File: src/rtl/tmu2_vdiffops.sv
// TMU2 vertex-difference stage: per-channel sign/magnitude of (b - a) behind a DEPTH-entry output FIFO.
// Optional per-channel equality flags (port diff_zero) are enabled by defining TMU2_VDIFF_ZERO_EN.
module tmu2_vdiffops #(
  parameter int COORD_WIDTH = 18,
  parameter int DR_WIDTH    = 12,
  parameter int NCHAN       = 4,
  parameter int DEPTH       = 2
) (
  input  logic                         sys_clk,
  input  logic                         sys_rst,
  output logic                         busy,
  input  logic                         pipe_stb_i,
  output logic                         pipe_ack_o,
  input  logic [NCHAN*COORD_WIDTH-1:0] a,
  input  logic [NCHAN*COORD_WIDTH-1:0] b,
  input  logic [DR_WIDTH-1:0]          drx,
  input  logic [DR_WIDTH-1:0]          dry,
  output logic                         pipe_stb_o,
  input  logic                         pipe_ack_i,
  output logic [NCHAN*COORD_WIDTH-1:0] a_f,
  output logic [NCHAN-1:0]             diff_positive,
  output logic [NCHAN*COORD_WIDTH-1:0] diff,
`ifdef TMU2_VDIFF_ZERO_EN
  output logic [NCHAN-1:0]             diff_zero,
`endif
  output logic [DR_WIDTH-1:0]          drx_f,
  output logic [DR_WIDTH-1:0]          dry_f
);

  localparam int NW   = NCHAN * COORD_WIDTH;
  localparam int PW   = $clog2(DEPTH);
  localparam int CNTW = $clog2(DEPTH + 1);
`ifdef TMU2_VDIFF_ZERO_EN
  localparam int ZW   = NCHAN;
`else
  localparam int ZW   = 0;
`endif
  // Record layout, LSB first: a, diff_positive, diff, drx, dry, [diff_zero].
  localparam int REC_W    = 2 * NW + NCHAN + 2 * DR_WIDTH + ZW;
  localparam int POS_LSB  = NW;
  localparam int DIFF_LSB = NW + NCHAN;
  localparam int DRX_LSB  = 2 * NW + NCHAN;
  localparam int DRY_LSB  = DRX_LSB + DR_WIDTH;
  localparam logic [CNTW-1:0] FULL_CNT = CNTW'(DEPTH);
  localparam logic [CNTW-1:0] ZERO_CNT = CNTW'(0);

  // Returns {b > a, |b - a|}; sign-extending one bit keeps the full-range difference exact.
  function automatic logic [COORD_WIDTH:0] sign_mag(
    input logic [COORD_WIDTH-1:0] av,
    input logic [COORD_WIDTH-1:0] bv
  );
    logic signed [COORD_WIDTH:0] ae;
    logic signed [COORD_WIDTH:0] be;
    logic signed [COORD_WIDTH:0] d;
    logic                        gt;
    ae = $signed({av[COORD_WIDTH-1], av});
    be = $signed({bv[COORD_WIDTH-1], bv});
    gt = (be > ae);
    if (gt) begin
      d = be - ae;
    end else begin
      d = ae - be;
    end
    return {gt, d[COORD_WIDTH-1:0]};
  endfunction

  logic [REC_W-1:0] mem_r [DEPTH];
  logic [PW-1:0]    wr_ptr_r;
  logic [PW-1:0]    rd_ptr_r;
  logic [CNTW-1:0]  count_r;
  logic [CNTW-1:0]  count_next_s;
  logic             ack_r;
  logic             nonempty_r;
  logic             wr_en_s;
  logic             rd_en_s;
  logic [PW-1:0]    head_s;
  logic [REC_W-1:0] head_rec_s;
  logic [REC_W-1:0] wr_rec_s;
  logic [NCHAN-1:0] pos_s;
  logic [NW-1:0]    diff_s;
  logic [NCHAN-1:0] zero_s;

  // Per-channel difference computation on the upstream inputs.
  always_comb begin
    logic [COORD_WIDTH:0] sm;
    pos_s  = {NCHAN{1'b0}};
    diff_s = {NW{1'b0}};
    zero_s = {NCHAN{1'b0}};
    sm     = {(COORD_WIDTH+1){1'b0}};
    for (int k = 0; k < NCHAN; k++) begin
      sm = sign_mag(a[k*COORD_WIDTH +: COORD_WIDTH], b[k*COORD_WIDTH +: COORD_WIDTH]);
      pos_s[k] = sm[COORD_WIDTH];
      diff_s[k*COORD_WIDTH +: COORD_WIDTH] = sm[COORD_WIDTH-1:0];
      zero_s[k] = (a[k*COORD_WIDTH +: COORD_WIDTH] == b[k*COORD_WIDTH +: COORD_WIDTH]);
    end
  end

  // Assemble the record written into the FIFO.
  always_comb begin
`ifdef TMU2_VDIFF_ZERO_EN
    wr_rec_s = {zero_s, dry, drx, diff_s, pos_s, a};
`else
    wr_rec_s = {dry, drx, diff_s, pos_s, a};
`endif
  end

  assign wr_en_s = pipe_stb_i & ack_r;
  assign rd_en_s = (count_r != ZERO_CNT) & pipe_ack_i;

  // Occupancy update; simultaneous push and pop leave the count unchanged.
  always_comb begin
    case ({wr_en_s, rd_en_s})
      2'b10:   count_next_s = count_r + CNTW'(1);
      2'b01:   count_next_s = count_r - CNTW'(1);
      default: count_next_s = count_r;
    endcase
  end

  // When empty, point at the most recently popped slot so outputs hold the last head.
  always_comb begin
    if (count_r != ZERO_CNT) begin
      head_s = rd_ptr_r;
    end else begin
      head_s = rd_ptr_r - PW'(1);
    end
  end

  assign head_rec_s = mem_r[head_s];

  // FIFO pointers, occupancy and registered handshake flags.
  always_ff @(posedge sys_clk) begin
    if (sys_rst) begin
      wr_ptr_r   <= {PW{1'b0}};
      rd_ptr_r   <= {PW{1'b0}};
      count_r    <= ZERO_CNT;
      ack_r      <= 1'b1;
      nonempty_r <= 1'b0;
    end else begin
      if (wr_en_s) begin
        wr_ptr_r <= wr_ptr_r + PW'(1);
      end
      if (rd_en_s) begin
        rd_ptr_r <= rd_ptr_r + PW'(1);
      end
      count_r    <= count_next_s;
      ack_r      <= (count_next_s != FULL_CNT);
      nonempty_r <= (count_next_s != ZERO_CNT);
    end
  end

  // Record storage; reset clears every slot so outputs read zero afterwards.
  always_ff @(posedge sys_clk) begin
    if (sys_rst) begin
      for (int i = 0; i < DEPTH; i++) begin
        mem_r[i] <= {REC_W{1'b0}};
      end
    end else if (wr_en_s) begin
      mem_r[wr_ptr_r] <= wr_rec_s;
    end else begin
      mem_r[wr_ptr_r] <= mem_r[wr_ptr_r];
    end
  end

  assign pipe_ack_o    = ack_r;
  assign pipe_stb_o    = nonempty_r;
  assign busy          = nonempty_r;
  assign a_f           = head_rec_s[NW-1:0];
  assign diff_positive = head_rec_s[POS_LSB +: NCHAN];
  assign diff          = head_rec_s[DIFF_LSB +: NW];
  assign drx_f         = head_rec_s[DRX_LSB +: DR_WIDTH];
  assign dry_f         = head_rec_s[DRY_LSB +: DR_WIDTH];
`ifdef TMU2_VDIFF_ZERO_EN
  assign diff_zero     = head_rec_s[DRY_LSB + DR_WIDTH +: NCHAN];
`endif

endmodule

File: config.mk
export PLATFORM = sky130hd
export DESIGN_NAME = tmu2_vdiffops
export DESIGN_NICKNAME = d
export VERILOG_FILES = /design/src/rtl/tmu2_vdiffops.sv
export SDC_FILE = /design/constraint.sdc
export NUM_CORES = 1
export LEC_CHECK = 0
export ABC_AREA = 0
export BUFFER_PORTS_ARGS = -buffer_cell sky130_fd_sc_hd__buf_2
export CAP_MARGIN = 25
export CORE_MARGIN = 4
export CORE_UTILIZATION = 51
export DETAILED_ROUTE_END_ITERATION = 8
export PLACE_DENSITY = 0.86
export SLEW_MARGIN = 25
export SYNTH_ARGS = -nofsm -noshare
export SYNTH_HDL_FRONTEND = slang
export SYNTH_SLANG_ARGS = --single-unit
File: constraint.sdc
create_clock -name sys_clk -period 11.3 [get_ports sys_clk]
set_clock_uncertainty 0.05 [all_clocks]
set_input_delay 2.26 -clock sys_clk [delete_from_list [all_inputs] [get_ports sys_clk]]
set_output_delay 2.26 -clock sys_clk [all_outputs]
set_load 0.01 [all_outputs]
==> flow_metrics.tcl, run 1 <==
set metrics [dict create \
    cts_buffer_depth 3 \
    synth_common_cells "344 x edfxtp_1, 337 x nor2_1, 176 x mux2_2" \
    syn_nets 2307 \
    finalHoldViolCount 0 \
    synth-xor-area-share_pct 2.783 \
    drt_iter0_markers 1300 \
    synth_compound_area_share_pct 10.35 \
    syn-cell-area_um2 21400 \
    hp-class "reg -> reg" \
    die_h_um 212.8 \
    netlist_instances 1986 \
    post-route-min-period_ns 5.183 \
    p_leak_nw 11.46 \
    gp_congestion 0.8848 \
    yosysTopAreaCell "edfxtp_1" \
    antenna_left 0 \
    fill_cells 3250 \
    drt_wl_total_um 56050 \
    finalSetupViolations 0 \
    wl_per_cell_um 19.71 \
    vias 16160 \
    critPathLaunchType "input pin" \
    io_pins 347 \
    max_freq_mhz 192.9 \
    grt_usage_pct 23.82 \
    grt_pass1_wl_um 86850 \
    slew_headroom_pct 32.15 \
    cts_buffers 40 \
    fin_hold_ws_ns 0.5565 \
    dpl.hpwl_um 39890 \
    tns_ns 0 \
    rows 74 \
    synthSimpleGateAreaFrac_pct 12.54 \
    fin_crit_sh_pct 45.87 \
    synth_edf_count 344 \
    ys_types 79 \
    cp_max_fo 10 \
    yosysMostFrequentCell "edfxtp_1" \
    required_ns 11.52 \
    insertion_delay_ns 0.55 \
    fp.coreArea_um2 41200 \
    seq_area_frac_synth_pct 48.83 \
    vias_per_cell 5.682 \
    end_kind "register" \
    grt_max_degree 127 \
    cts_num_sinks 350 \
    clk_pin_slew_worst_paths_ns 0.06 \
    final-max-slew-violation-count 0 \
    yosys_warnings 0 \
    syn_area_per_cell_um2 10.78 \
    synth_top_area_share_pct 48.27 \
    grt_remaining_overflow 0 \
    cts-htree-levels 2 \
    drc 0 \
    fp.dieW_um 212.8 \
    status "completed" \
    ys_top_cells_by_area "edfxtp_1 48%, mux2_2 9.3%, ha_1 8.2%" \
    synth_top_family_by_area "simple AND/OR/NAND/NOR gates" \
    cts_tree "yes" \
    hold_buffers 0 \
    tightest_slew_ns 1.018 \
    maxCapViolations 0 \
    synthMuxAreaShare_pct 11.27 \
    layout-drive-gt1-share_pct 27.22 \
    async_reset_ff_share_pct 0 \
    antenna_found_initial 2 \
    crit_type "in -> reg" \
    synth_seq_cells 350 \
    cts_root_buffer "clkbuf_16" \
    drt_pass1_iterations 5 \
    die_area_um2 45300 \
    cts_resized 0 \
    rsz0062_at_grt "no" \
    power_density_nw_per_um2 215.6 \
    vdd_ir_drop_max_uv 357.9 \
    cts_setup_buffers 0 \
    grt_pass1_vias 16320 \
    initial_utilization_pct 51.94 \
    ys_dominant_reg_cell "edfxtp_1" \
    synth-adder-area-share_pct 8.993 \
    nets 2601 \
    portBuffers 346 \
    p_total_mw 5.356 \
    crit_arrival_ns 5.40 \
    area_growth_syn_to_layout_pct 16.10 \
]
-- area by class of cell --
type | instances | area, um2 | share of cell area, %
Inverter | 170 | 638.1 | 2.568
Antenna cell | 1 | 2.502 | 0.01007
Sequential cell | 350 | 10450 | 42.07
Clock inverter | 28 | 285.3 | 1.148
Timing Repair Buffer | 361 | 1877 | 7.554
Multi-Input combinational cell | 1357 | 9884 | 39.78
Clock buffer | 45 | 1041 | 4.190
Tap cell | 532 | 665.6 | 2.679
-- worst paths after layout --
path,to,cells past startpoint,slack (ns),startpoint
worst max-delay path,mem_r[0][88],14,6.12,b[0]
worst min-delay path,rd_ptr_r,2,0.56,rd_ptr_r
worst max register to register,mem_r[1][141],5,8.07,pipe_ack_o
worst min register to register,rd_ptr_r,2,0.56,rd_ptr_r
-- cells by family (layout without fill, tap and decap cells) --
logic type,count (synthesis),in the layout
AO/OA/AOI/OAI,331,331
adder cells (fa/ha/maj),149,149
buffers and inverters,279,604
XOR/XNOR,68,68
other,0,1
multiplexers,219,219
flip-flops,350,350
AND/OR/NAND/NOR,590,590
-- stage by stage --
step	utilization (%)	worst slack, ns	area (um2)	instances
2_1_floorplan	-	0.1975	21400	1986
3_3_place_gp	56.99	5.357	23480	2769
3_5_place_dp	57.01	5.625	23490	2769
4_1_cts	60.22	6.204	24810	2842
5_1_grt	60.29	5.908	24840	2843
6_report	60.30	6.117	24850	2844
-- power by group --
part	leakage (nW)	switching, mW	total (mW)	internal, mW
sequential	3.70	0.0617	1.75	1.68
clock	0.644	0.535	1.32	0.782
combinational	7.11	1.29	2.29	1.00
total	11.5	1.89	5.36	3.47
-- worst max-delay path, cell delays in order --
cell      delay [ns]
buf_2           0.10
inv_1           0.04
ha_1            0.24
fa_1            0.40
nor2b_1         0.12
o21ai_0         0.12
a21o_1          0.24
a21oi_1         0.26
o211ai_1        0.16
a21oi_2         0.55
buf_4           0.34
mux2i_1         0.25
xnor2_1         0.25
nor2_1          0.08
-- per-layer routing --
metal  up-vias  track usage, %  wire, um
met2       629           39.96     26970
met4         2           6.930      1351
met5         -               0         8
met3        98           4.408      4255
li1       7575               -         -
met1      7856           31.82     23470
-- cells in the final DEF (no fill, tap or decap), types with 6 or more instances in the layout --
master | synthesis | layout
o21ai_0 | 43 | 43
buf_4 | 6 | 13
nand3_1 | 24 | 24
xor2_1 | 19 | 19
and3_1 | 31 | 31
clkinv_1 | 0 | 9
edfxtp_1 | 344 | 344
clkinv_2 | 0 | 6
nor3_1 | 10 | 9
xnor2_1 | 49 | 48
nand2b_1 | 17 | 16
a21o_1 | 56 | 56
nand4_1 | 12 | 12
o21a_1 | 7 | 7
ha_1 | 141 | 141
nor2_1 | 337 | 337
a211oi_1 | 11 | 11
inv_1 | 169 | 169
fa_1 | 8 | 8
a31oi_1 | 18 | 18
o211ai_1 | 8 | 8
a21oi_1 | 110 | 109
mux2i_1 | 43 | 43
nand2_1 | 62 | 61
mux2_2 | 176 | 176
o21bai_1 | 12 | 11
clkbuf_16 | 0 | 41
nor2b_1 | 25 | 25
and2_1 | 44 | 44
buf_2 | 22 | 346
-- flip-flops by register name, summed over array words and instances, names as in the netlist --
signal / cells
rd_ptr_r: 1
mem_r: 344
pipe_ack_o: 1
wr_ptr_r: 1
busy: 1
count_r: 2
(Power assumes the default switching activity.)
==> inputs of run 2 (changes only) <==
- PLACE_DENSITY: 0.86 -> 0.83
- clock period: 11.3 -> 5.4 ns (I/O delays scaled with it)
==> run 2 against run 1 <==
Against the previous run: cell area barely moved; utilization about the same; final cell count did not move; clock-buffer cell count grew 4; setup slack got worse by 4.6 ns; critical path depth unchanged; first-iteration DRC count is 1.9% higher.
==> flow_metrics.tcl, run 2 (synthesis results as in run 1) <==
set metrics [dict create \
    finalSetupViolations 0 \
    insertion_delay_ns 0.54 \
    tightest_slew_ns 1.021 \
    initial_utilization_pct 51.94 \
    final-max-slew-violation-count 0 \
    cts_buffers 39 \
    cp_max_fo 9 \
    layout-drive-gt1-share_pct 27.19 \
    hold_buffers 0 \
    hold_start "rd_ptr_r" \
    layout_common_cells "346 x buf_2, 344 x edfxtp_1, 337 x nor2_1" \
    grt_pass1_wl_um 86310 \
    drt_iter0_markers 1325 \
    maxCapViolations 0 \
    top_layer "met5" \
    antenna_left 0 \
    rows 74 \
    p_total_mw 11.13 \
    cts_buffer_depth 3 \
    largest-register "mem_r" \
    worst-r2r-cell-count 5 \
    dpl.hpwl_um 39660 \
    wl_met3_um 3984 \
    drt_pass1_iterations 7 \
    drt_wl_total_um 55210 \
    fp.coreArea_um2 41200 \
    fp.dieW_um 212.8 \
    cts-htree-levels 2 \
    p_sw_share_pct 35.30 \
    vdd_ir_drop_max_uv 841.5 \
    wl_per_cell_um 19.41 \
    slew_headroom_pct 31.90 \
    fin_crit_sh_pct 71.21 \
    cts_setup_buffers 0 \
    power_frac_clock_pct 24.0 \
    post-route-min-period_ns 3.846 \
    final_common_cell "buf_2" \
    p_leak_nw 11.43 \
    r2r_end "mem_r[1][7]" \
    gp_congestion 0.9264 \
    dp_slack_ns 1.033 \
    r2r_slack_ns 2.75 \
    fill_cells 3297 \
    p_int_mw 7.199 \
    antenna_found_initial 5 \
    vias 16110 \
    tns_ns 0 \
    critPathLaunchType "input pin" \
    cts_num_sinks 350 \
    cts_tree "yes" \
    finalHoldViolCount 0 \
    grt_usage_pct 23.67 \
    switching_power_mw 3.928 \
    power_density_nw_per_um2 448.1 \
    vias_per_cell 5.664 \
    cts_root_buffer "clkbuf_16" \
    seqPwrFrac_pct 32.8 \
    portBuffers 346 \
    grt_max_degree 133 \
    cts_resized 0 \
    clk_pin_slew_worst_paths_ns 0.06 \
    die_area_um2 45300 \
    largestRegisters "mem_r (344), count_r (2)" \
    hp-class "reg -> reg" \
    max_freq_mhz 260.0 \
    crit_start "b[18]" \
    met1_length_um 23560 \
    largest_reg_flops 344 \
    crit_arrival_ns 4.06 \
    grt_pass1_vias 16380 \
    rsz0062_at_grt "no" \
    met2_length_um 26410 \
    worst_slack_ns 1.554 \
    drc 0 \
    p_comb_share_pct 43.2 \
    grt_remaining_overflow 0 \
    crit_type "in -> reg" \
    status "completed" \
    area_growth_syn_to_layout_pct 16.05 \
    io_pins 347 \
    rr_startpoint "pipe_ack_o" \
    endpoint "mem_r[0][98]" \
    nets 2601 \
    die_h_um 212.8 \
    end_kind "register" \
    required_ns 5.61 \
]
[run 2: cell types whose count changed in the layout (fill, tap and decap cells not counted), sizes merged]
cell / change
clkinv: -8
clkbuf: +4
clkinvlp: +3
buf: +1
diode: +1
inv: -1
[run 2: area by class of cell]
class | count | area (um2) | share of cell area [%]
clock inverter | 22 | 262.8 | 1.058
timing repair buffer | 362 | 1914 | 7.709
multi-input combinational | 1357 | 9883 | 39.80
antenna | 2 | 5.005 | 0.02015
sequential | 350 | 10450 | 42.08
tap | 532 | 665.6 | 2.680
clock buffer | 49 | 1013 | 4.081
inverter | 170 | 638.1 | 2.570
[run 2: how the worst min path moves through the flow]
stage	to	depth (start not counted)
floorplan	rd_ptr_r	2
global route	rd_ptr_r	2
detailed placement	rd_ptr_r	2
finish	rd_ptr_r	2
global placement	pipe_ack_o	2
CTS	count_r[1]	2
[run 2: through the flow]
| stage | instances | utilization, % | hold slack [ns] | cell area (um2) |
|---|---|---|---|---|
| detailed placement | 2771 | 57.16 | 0.5164 | 23550 |
| floorplan | 1986 | - | 0.4547 | 21410 |
| finish | 2844 | 60.27 | 0.5411 | 24830 |
| global placement | 2771 | 57.15 | 0.4963 | 23550 |
| CTS | 2842 | 60.26 | 0.5358 | 24830 |
| global route | 2842 | 60.26 | 0.5645 | 24830 |
[run 2: critical path, cell delays in order]
cell	delay [ns]
buf_2	0.10
inv_1	0.04
ha_1	0.20
fa_1	0.41
nor2b_1	0.16
o2111ai_1	0.13
a21oi_1	0.22
o21ai_1	0.13
o31a_1	0.30
o21ai_2	0.48
buf_4	0.27
mux2i_1	0.25
xor2_1	0.21
nor2_1	0.06
[run 2: power by group through the flow]
| stage | registers, mW | logic, mW | clock network [mW] |
|---|---|---|---|
| finish | 3.65 | 4.81 | 2.67 |
| global route | 3.69 | 5.16 | 2.83 |
| CTS | 3.65 | 4.84 | 2.72 |
| detailed placement | 3.70 | 4.81 | 0 |
| global placement | 3.67 | 4.77 | 0 |
| floorplan | 3.67 | 3.17 | 0 |
[run 2: per-layer routing]
layer / GRT usage (%) / up-vias
met2: 40.14 / 617
met3: 4.423 / 93
li1: - / 7568
met4: 6.708 / 4
met1: 31.31 / 7825
met5: 0 / -
